**config.mk**
```make
export PLATFORM = sky130hd
export DESIGN_NAME = icache_refill
export DESIGN_NICKNAME = d
export VERILOG_FILES = /design/src/rtl/icache_refill_pkg.sv /design/src/rtl/icache_refill_beat_counter.sv /design/src/rtl/icache_refill.sv
export SDC_FILE = /design/constraint.sdc
export NUM_CORES = 1
export LEC_CHECK = 0
export ABC_AREA = 0
export BUFFER_PORTS_ARGS = -buffer_cell sky130_fd_sc_hd__clkbuf_2
export CAP_MARGIN = 20
export CORE_ASPECT_RATIO = 1.1
export CORE_UTILIZATION = 44
export DETAILED_ROUTE_END_ITERATION = 16
export PLACE_DENSITY = 0.8
export SYNTH_ARGS = -nofsm -noshare
export SYNTH_HDL_FRONTEND = slang
export SYNTH_SLANG_ARGS = --single-unit
```
**constraint.sdc**
```tcl
create_clock -name clk -period 1.85 [get_ports clk]
set_input_delay 0.0925 -clock clk [delete_from_list [all_inputs] [get_ports clk]]
set_output_delay 0.0925 -clock clk [all_outputs]
set_load 0.01 [all_outputs]
```
**src/rtl/icache_refill_pkg.sv**
```systemverilog
// Shared definitions for the instruction-cache refill engine and the fetch stage.
//   state_e    : refill FSM states
//   LINE_BYTES : bytes per cache line (one 64-bit beat)
//   IDX_LSB/IDX_MSB/TAG_LSB : PC bit positions of the line index and the tag
//   burst_base : byte address of the aligned burst that contains an address
package icache_refill_pkg;

  typedef enum logic [2:0] {
    StIdle,
    StReq,
    StRecv,
    StCommit,
    StSettle
  } state_e;

  localparam int unsigned LINE_BYTES = 8;
  localparam int unsigned IDX_LSB    = 3;
  localparam int unsigned IDX_MSB    = 7;
  localparam int unsigned TAG_LSB    = 8;

  // A burst covers beats*LINE_BYTES bytes and is naturally aligned to that size.
  function automatic logic [31:0] burst_base(input logic [31:0] addr,
                                             input int unsigned beats);
    return addr & ~32'(beats * LINE_BYTES - 1);
  endfunction

endpackage

```
**src/rtl/icache_refill_beat_counter.sv**
```systemverilog
// Beat counter for a refill burst.
//   clk, reset : clock and synchronous active-high reset
//   load       : capture base line index and restart the count at zero
//   inc        : one beat accepted, advance the count
//   base       : aligned first line index of the burst
//   fill_idx   : line index for the beat currently being accepted (base + count)
//   last       : the beat being accepted is the final one of the burst
module refill_beat_counter #(
  parameter int unsigned BEATS = 4,
  parameter int unsigned IDX_W = 5
) (
  input  logic             clk,
  input  logic             reset,
  input  logic             load,
  input  logic             inc,
  input  logic [IDX_W-1:0] base,
  output logic [IDX_W-1:0] fill_idx,
  output logic             last
);

  logic [IDX_W-1:0] base_q, base_d;
  logic [IDX_W-1:0] count_q, count_d;

  always_comb begin
    base_d  = base_q;
    count_d = count_q;
    if (load) begin
      base_d  = base;
      count_d = '0;
    end else if (inc) begin
      count_d = count_q + IDX_W'(1);
    end
  end

  always_ff @(posedge clk) begin
    if (reset) begin
      base_q  <= '0;
      count_q <= '0;
    end else begin
      base_q  <= base_d;
      count_q <= count_d;
    end
  end

  // Base is aligned to BEATS lines, so the sum never leaves the group; the
  // add still wraps modulo 2^IDX_W by construction.
  assign fill_idx = base_q + count_q;
  assign last     = (count_q == IDX_W'(BEATS - 1));

endmodule

```
**src/rtl/icache_refill.sv**
```systemverilog
// Instruction-cache miss handler: freezes fetch, bursts a line group from
// memory, streams each beat into the cache data array, then writes the tag.
//   clk, reset          : clock, synchronous active-high reset
//   miss, pc            : fetch-stage tag miss and current fetch PC
//   stall               : holds the fetch PC while a miss is pending or serviced
//   mem_req, mem_addr   : burst read request and aligned base byte address
//   mem_ack             : memory accepted the request
//   mem_valid, mem_data : returned read beats
//   fill, fill_idx, stream : cache line write strobe, index and data
//   tag_write, tag_idx, tag_value : tag store write
module icache_refill
  import icache_refill_pkg::*;
#(
  parameter int unsigned BEATS = 4,
  parameter int unsigned IDX_W = 5,
  parameter int unsigned TAG_W = 24
) (
  input  logic             clk,
  input  logic             reset,
  input  logic             miss,
  input  logic [31:0]      pc,
  output logic             stall,
  output logic             mem_req,
  output logic [31:0]      mem_addr,
  input  logic             mem_ack,
  input  logic             mem_valid,
  input  logic [63:0]      mem_data,
  output logic             fill,
  output logic [IDX_W-1:0] fill_idx,
  output logic [63:0]      stream,
  output logic             tag_write,
  output logic [IDX_W-1:0] tag_idx,
  output logic [TAG_W-1:0] tag_value
);

  state_e state_q, state_d;

  logic [31:0]      miss_pc_q, miss_pc_d;
  logic             fill_q, fill_d;
  logic [IDX_W-1:0] fill_idx_q, fill_idx_d;
  logic [63:0]      stream_q, stream_d;

  logic             beat_accept;
  logic             cnt_load;
  logic             cnt_last;
  logic [IDX_W-1:0] cnt_base;
  logic [IDX_W-1:0] cnt_fill_idx;

  assign beat_accept = (state_q == StRecv) && mem_valid;
  assign cnt_load    = (state_q == StIdle) && miss;
  // First line of the aligned BEATS-line group holding the missing line.
  assign cnt_base    = IDX_W'(pc[IDX_MSB:IDX_LSB]) & ~IDX_W'(BEATS - 1);

  refill_beat_counter #(
    .BEATS(BEATS),
    .IDX_W(IDX_W)
  ) u_beat_counter (
    .clk     (clk),
    .reset   (reset),
    .load    (cnt_load),
    .inc     (beat_accept),
    .base    (cnt_base),
    .fill_idx(cnt_fill_idx),
    .last    (cnt_last)
  );

  // State register
  always_ff @(posedge clk) begin
    if (reset) begin
      state_q <= StIdle;
    end else begin
      state_q <= state_d;
    end
  end

  // Next-state logic
  always_comb begin
    state_d = state_q;
    unique case (state_q)
      StIdle:   if (miss) state_d = StReq;
      StReq:    if (mem_ack) state_d = StRecv;
      StRecv:   if (beat_accept && cnt_last) state_d = StCommit;
      StCommit: state_d = StSettle;
      StSettle: state_d = StIdle;
      default:  state_d = StIdle;
    endcase
  end

  // Outputs decoded from state; stall also follows miss so fetch freezes in
  // the very cycle the miss is seen.
  always_comb begin
    stall     = miss || (state_q != StIdle);
    mem_req   = (state_q == StReq);
    tag_write = (state_q == StCommit);
  end

  // Datapath: latched miss PC and the registered fill port. Beats are
  // presented to the cache one cycle after memory returns them.
  always_comb begin
    miss_pc_d  = miss_pc_q;
    fill_d     = beat_accept;
    fill_idx_d = fill_idx_q;
    stream_d   = stream_q;
    if (cnt_load) begin
      miss_pc_d = pc;
    end
    if (beat_accept) begin
      fill_idx_d = cnt_fill_idx;
      stream_d   = mem_data;
    end
  end

  always_ff @(posedge clk) begin
    if (reset) begin
      miss_pc_q  <= '0;
      fill_q     <= 1'b0;
      fill_idx_q <= '0;
      stream_q   <= '0;
    end else begin
      miss_pc_q  <= miss_pc_d;
      fill_q     <= fill_d;
      fill_idx_q <= fill_idx_d;
      stream_q   <= stream_d;
    end
  end

  // miss_pc only changes in idle, so the request address is stable until ack.
  assign mem_addr  = burst_base(miss_pc_q, BEATS);
  assign fill      = fill_q;
  assign fill_idx  = fill_idx_q;
  assign stream    = stream_q;
  assign tag_idx   = IDX_W'(miss_pc_q[IDX_MSB:IDX_LSB]);
  assign tag_value = TAG_W'(miss_pc_q[31:TAG_LSB]);

endmodule

```
# Word level (Yosys, flattened, before mapping)
# Cells that the tools add are included.
[word_totals] reg_bits=113 out_inout_bits=134 word_cells=28 in_bits=101
[op_classes] addsub=2 eq_ne=7 mux=4 reduce_logical=8
[op_table] cell="$pmux 3 s4" n=1
[op_table] cell="$mux 3" n=3
[op_table] cell="$eq 3x2->1 const B" n=2
[op_table] cell="$add 5x1->5 const B" n=1
[op_table] cell="$add 5x5->5" n=1
[op_table] cell="$eq 5x2->1 const B" n=1
[op_table] cell="$ne 2x1->1 const B" n=2
[op_table] cell="$eq 3x1->1 const B" n=1
[op_table] cell="$logic_and 1x1->1" n=3
[op_table] cell="$logic_not 3->1" n=1
[op_table] cell="$reduce_and 3->1" n=1
[op_table] cell="$reduce_bool 3->1" n=1
[op_table] cell="$ne 2x2->1 const B" n=1
[op_table] cell="$reduce_or 2->1" n=1
[op_table] cell="$logic_or 1x1->1" n=1

# Logic depth before layout (Yosys ltp)
[logic_depth] ltp_word=5 depth_mapped=6 mapped_depth_nobuf=5

# By module
# Synthesis repeated with hierarchy kept, for this count alone.
[hier_totals] hier_cells=529 area_unflattened_um2=5368.9
[modules_own_cells] mod="icache_refill" seq_area_each_um2=2042.0 cells_per_inst=479 area_per_inst_um2=4835.9 n_inst=1
[modules_own_cells] mod="refill_beat_counter" seq_area_each_um2=200.2 cells_per_inst=50 area_per_inst_um2=533.0 n_inst=1

# Least setup slack after synthesis
# No wires, ideal clock.
[synth_timing] path_kind="register to register" start="reg state_q[1]" end="reg u_beat_counter.count_q[3]" path_buffers=3 synth_period_minus_slack_ns=1.471 required_time_ns=1.725 path_slack_ns=0.379 t_arrival_ns=1.346 stages_incl_launch_ff=7 cell_sequence="dfxtp_1 -> buf_6 -> or4b_4 -> buf_6 -> buf_8 -> o2111ai_2 -> o31ai_1"
[synth_via] elab_chain_len=3 elab_cells_between_ends=5 classes_between="eq/ne: 1; reduce/logical: 4"
[synth_rtl] item="from (decl)" line_no="icache_refill.sv:36" text="state_e state_q, state_d;"
[synth_rtl] item="from (signal assigned)" line_no="icache_refill.sv:70" text="state_q <= StIdle;"
[synth_rtl] item="from (signal assigned)" line_no="icache_refill.sv:72" text="state_q <= state_d;"
[synth_rtl] item="$logic_not 3->1" line_no="icache_refill.sv:50" text="assign cnt_load = (state_q == StIdle) && miss;"
[synth_rtl] item="$logic_and 1x1->1" line_no="icache_refill.sv:50"
[synth_rtl] item="$reduce_or 2->1 (no source line)"
[synth_rtl] item="to (signal assigned)" line_no="icache_refill_beat_counter.sv:41" text="count_q <= count_d;"
[synth_rtl] item="to (decl)" line_no="icache_refill_beat_counter.sv:22" text="logic [IDX_W-1:0] count_q, count_d;"
# Several ways; a longest one is shown, not always the timed one.
# A chain may end at the register's enable or synchronous reset.

# Worst setup path in the final report
[layout_timing] start="reg state_q[1]" end="reg miss_pc_q[11]"
[layout_via] elab_chain_len=2
[layout_rtl] item="$logic_not 3->1" line_no="icache_refill.sv:50"
[layout_rtl] item="$logic_and 1x1->1" line_no="icache_refill.sv:50"
[layout_rtl] item="to (signal assigned)" line_no="icache_refill.sv:120" text="miss_pc_q <= miss_pc_d;"
[layout_rtl] item="to (decl)" line_no="icache_refill.sv:38" text="logic [31:0] miss_pc_q, miss_pc_d;"
# No other way between the ends.

==> results.yml <==
yosys:
  largest_family_of_logic_cells_by_synthesized_area: "simple AND/OR/NAND/NOR gates"
  synth_xor_xnor_area_share: 0.00633
  compound_gate_portion_of_the_synthesized_area: 0.131
  synth-seq-cells: 107
  synthesis.area_per_instance_sq_um: 8.12
  synth_warnings: 0
  synth_mux_area_frac: 0.00754
  synth_cells: 511
  post_synth_instance_area_sq_mm: 0.00415
  synth_fa_ha_area_frac: 0.0109
  yosysUniqueCellTypes: 32
  synth_seq_area_share: 0.516
  simple_gate_fraction_of_synth_area: 0.216
die:
  core.rowCount: 36
  io_pins: 235
  die_width_um: 94.6
  initial_utilization: 0.461
  die_area_sq_mm: 0.00982
  core_area_sq_mm: 0.00901
  die_h_um: 104
finish:
  layout.filler_cells: 685
  layout.nets: 885
  final_common_cell: "sky130_fd_sc_hd__clkbuf_2"
  antenna-diode-count: 0
  final_cell_mix: "sky130_fd_sc_hd__clkbuf_2 (225), sky130_fd_sc_hd__nand2_1 (196), sky130_fd_sc_hd__dfxtp_1 (107)"
  fin_area_sq_mm: 0.00624
  multi_input_gate_area_sq_mm: 0.00158
  area.growth.synth_to_final_pct: 50.5
  layout_cells_sized_above_1: 0.321
  seq_area_sq_mm: 0.00214
setup_path:
  crit_slowest_cell: "sky130_fd_sc_hd__or4b_4"
  cp_num_buf_inv: 0
  worstSetupEndpointType: "register"
  critical-path-top-delay-family: "simple AND/OR/NAND/NOR gates"
  critical_path.cell_chain: "or4b_4 -> nand2_1 -> a21oi_1"
  cp.required_ps: 2060
  critical_path.startpoint_type: "register"
  timing.critical_path.slowest_cell_delay_ps: 780
  timing_worst_setup_path_type: "reg2reg"
  worstPathMaxFanout: 31
  crit_arrival_ps: 1830
global_routing:
  grt_start_max_net_pins: 58
  grt_pass1_wl_mm: 19.6
  grt_antenna_before_repair: 0
  track_usage: 0.251
  globalRoute.totalOverflow: 0
  first_global_vias: 4410
hold_path:
  hp-class: "in2reg"
power:
  p_per_area_mw_per_mm2: 738
  power.leakage_nw: 2.79
  ir_worst_vdd_mv: 0.508
sta:
  hold_viol_final: 0
  slew-limit-headroom: 0.625
  grt_setup_unrepaired: "no"
  timing.final.setup_violations: 0
  report.final.slew_viol_count: 0
  min_period_over_period: 0.873
  max_freq_mhz: 619
  setup_slack_ps: 235
  worst-slew-pin-transition_ps: 563
  finalCriticalPeriod_ps: 1620
  final.setup_skew_ps: 10.8
  sum_of_negative_setup_slack_ps: 0
clock_network:
  clock_insertion_delay_worst_skew_ps: 350
  tritoncts: "yes"
  cts.path.max_buffers: 2
  clk_root_buffer_cell: "sky130_fd_sc_hd__clkbuf_8"
  path_clk_slew_ps: 90
  cts_inserted_buffers: 9
  cts-htree-levels: 3
  clkSinkCount: 107
routing:
  vias: 4367
  drtAntennaViolNets: 0
  wl_mm: 12.4
  detail_route.wl_per_cell_um: 13.8
  detail_route.vias_per_cell: 4.86
  residual_drc: 0
  drt_pre_antenna_iters: 4
  detailedRoute.firstIterationViolations: 138
job:
  cap_violations: 0
status:
  status: "finished clean"
place:
  port_buffers: 226
  hpwl_mm: 7.42
  place_area_sq_mm: 0.00511
  placement.setup.worst_slack_ps: 257
  place.gp.congestion: 0.782
[registers in the layout, indices dropped and copies added (netlist names)]
signal	flops
fill	1
fill_idx	5
miss_pc_q	29
state_q	3
stream	64
u_beat_counter.count_q	5
[layer usage]
layer,up-vias,routed length (um),global-route usage
met5,-,0,0
met4,0,606,0.160
met3,55,671,0.0463
met2,168,6420,0.463
met1,1990,4680,0.251
li1,2154,-,-
[layout make-up]
| type | count | share of cell area |
|---|---|---|
| Clock buffer | 12 | 0.0248 |
| Multi-Input combinational cell | 336 | 0.253 |
| Inverter | 2 | 0.00120 |
| Tap cell | 114 | 0.0228 |
| Sequential cell | 107 | 0.343 |
| Timing Repair Buffer | 325 | 0.348 |
| Clock inverter | 3 | 0.00741 |
[stage by stage]
step	util	hold WS, ps	total power [mW]	std cells
final	0.693	59.9	4.61	899
after global routing	0.693	66.6	4.82	899
after floorplan	-	228	2.85	515
after detailed placement	0.568	320	3.05	791
after global placement	0.568	315	3.03	791
after CTS	0.693	40.1	4.64	899
[timing repair]
action                                 4_1_cts  5_1_grt
gates resized for setup                      0        0
buffers inserted                             0        0
hold buffers                                93        0
endpoints found under the hold margin       93        0
[kinds of logic after synthesis]
logic type / after synthesis
AOI/OAI and AO/OA: 105
other: 1
buffers and inverters: 72
DFF: 107
adders and majority gates: 3
and+or+nand+nor: 217
xor gates and xnor gates: 3
muxes: 3
[where the power goes]
group | switching, mW | leakage, nW | internal, mW | total [mW]
clock network | 0.741 | 0.0991 | 0.699 | 1.44
registers | 0.0646 | 0.868 | 2.38 | 2.44
logic | 0.353 | 1.83 | 0.370 | 0.723
[synth_stat cells, drive strengths merged]
library cell | instances | area [sq um]
nand3 | 3 | 15.0
buf | 57 | 403
dfxtp | 107 | 2140
and4bb | 1 | 12.5
o2111ai | 1 | 15.0
nor3b | 1 | 7.51
fa | 1 | 20.0
inv | 2 | 7.51
mux2i | 2 | 20.0
o21ai | 2 | 10.0
clkbuf | 13 | 48.8
nor4b | 1 | 23.8
nand4bb | 1 | 11.3
nand4b | 1 | 8.76
nor3 | 4 | 20.0
or4b | 1 | 13.8
nor2 | 2 | 7.51
a21oi | 98 | 490
o31ai | 2 | 15.0
or3 | 3 | 18.8
a211oi | 2 | 15.0
nand4 | 1 | 6.26
mux2 | 1 | 11.3
or4 | 2 | 15.0
conb | 1 | 3.75
xor2 | 1 | 8.76
nand2 | 196 | 736
ha | 2 | 25.0
xnor2 | 2 | 17.5
[worst paths after layout]
check	from	to	slack [ps]	cells past startpoint
setup / recovery	state_q[1]$_SDFFE_PP0P_	miss_pc_q[11]$_SDFFE_PP0P_	230	3
hold / removal	mem_ack	state_q[0]$_SDFFE_PP0P_	60	4
setup reg to reg	state_q[1]$_SDFFE_PP0P_	miss_pc_q[11]$_SDFFE_PP0P_	230	3
hold reg to reg	stream[6]$_SDFFE_PP0P_	stream[6]$_SDFFE_PP0P_	460	2
[worst reg2reg max path: cells and delay by family, from the launching register on]
family / cells / cell delay [ps]
simple gates: 2 / 930
flops: 1 / 460
compound gates: 1 / 90
Note: power is estimated with default switching activity, not from simulation.
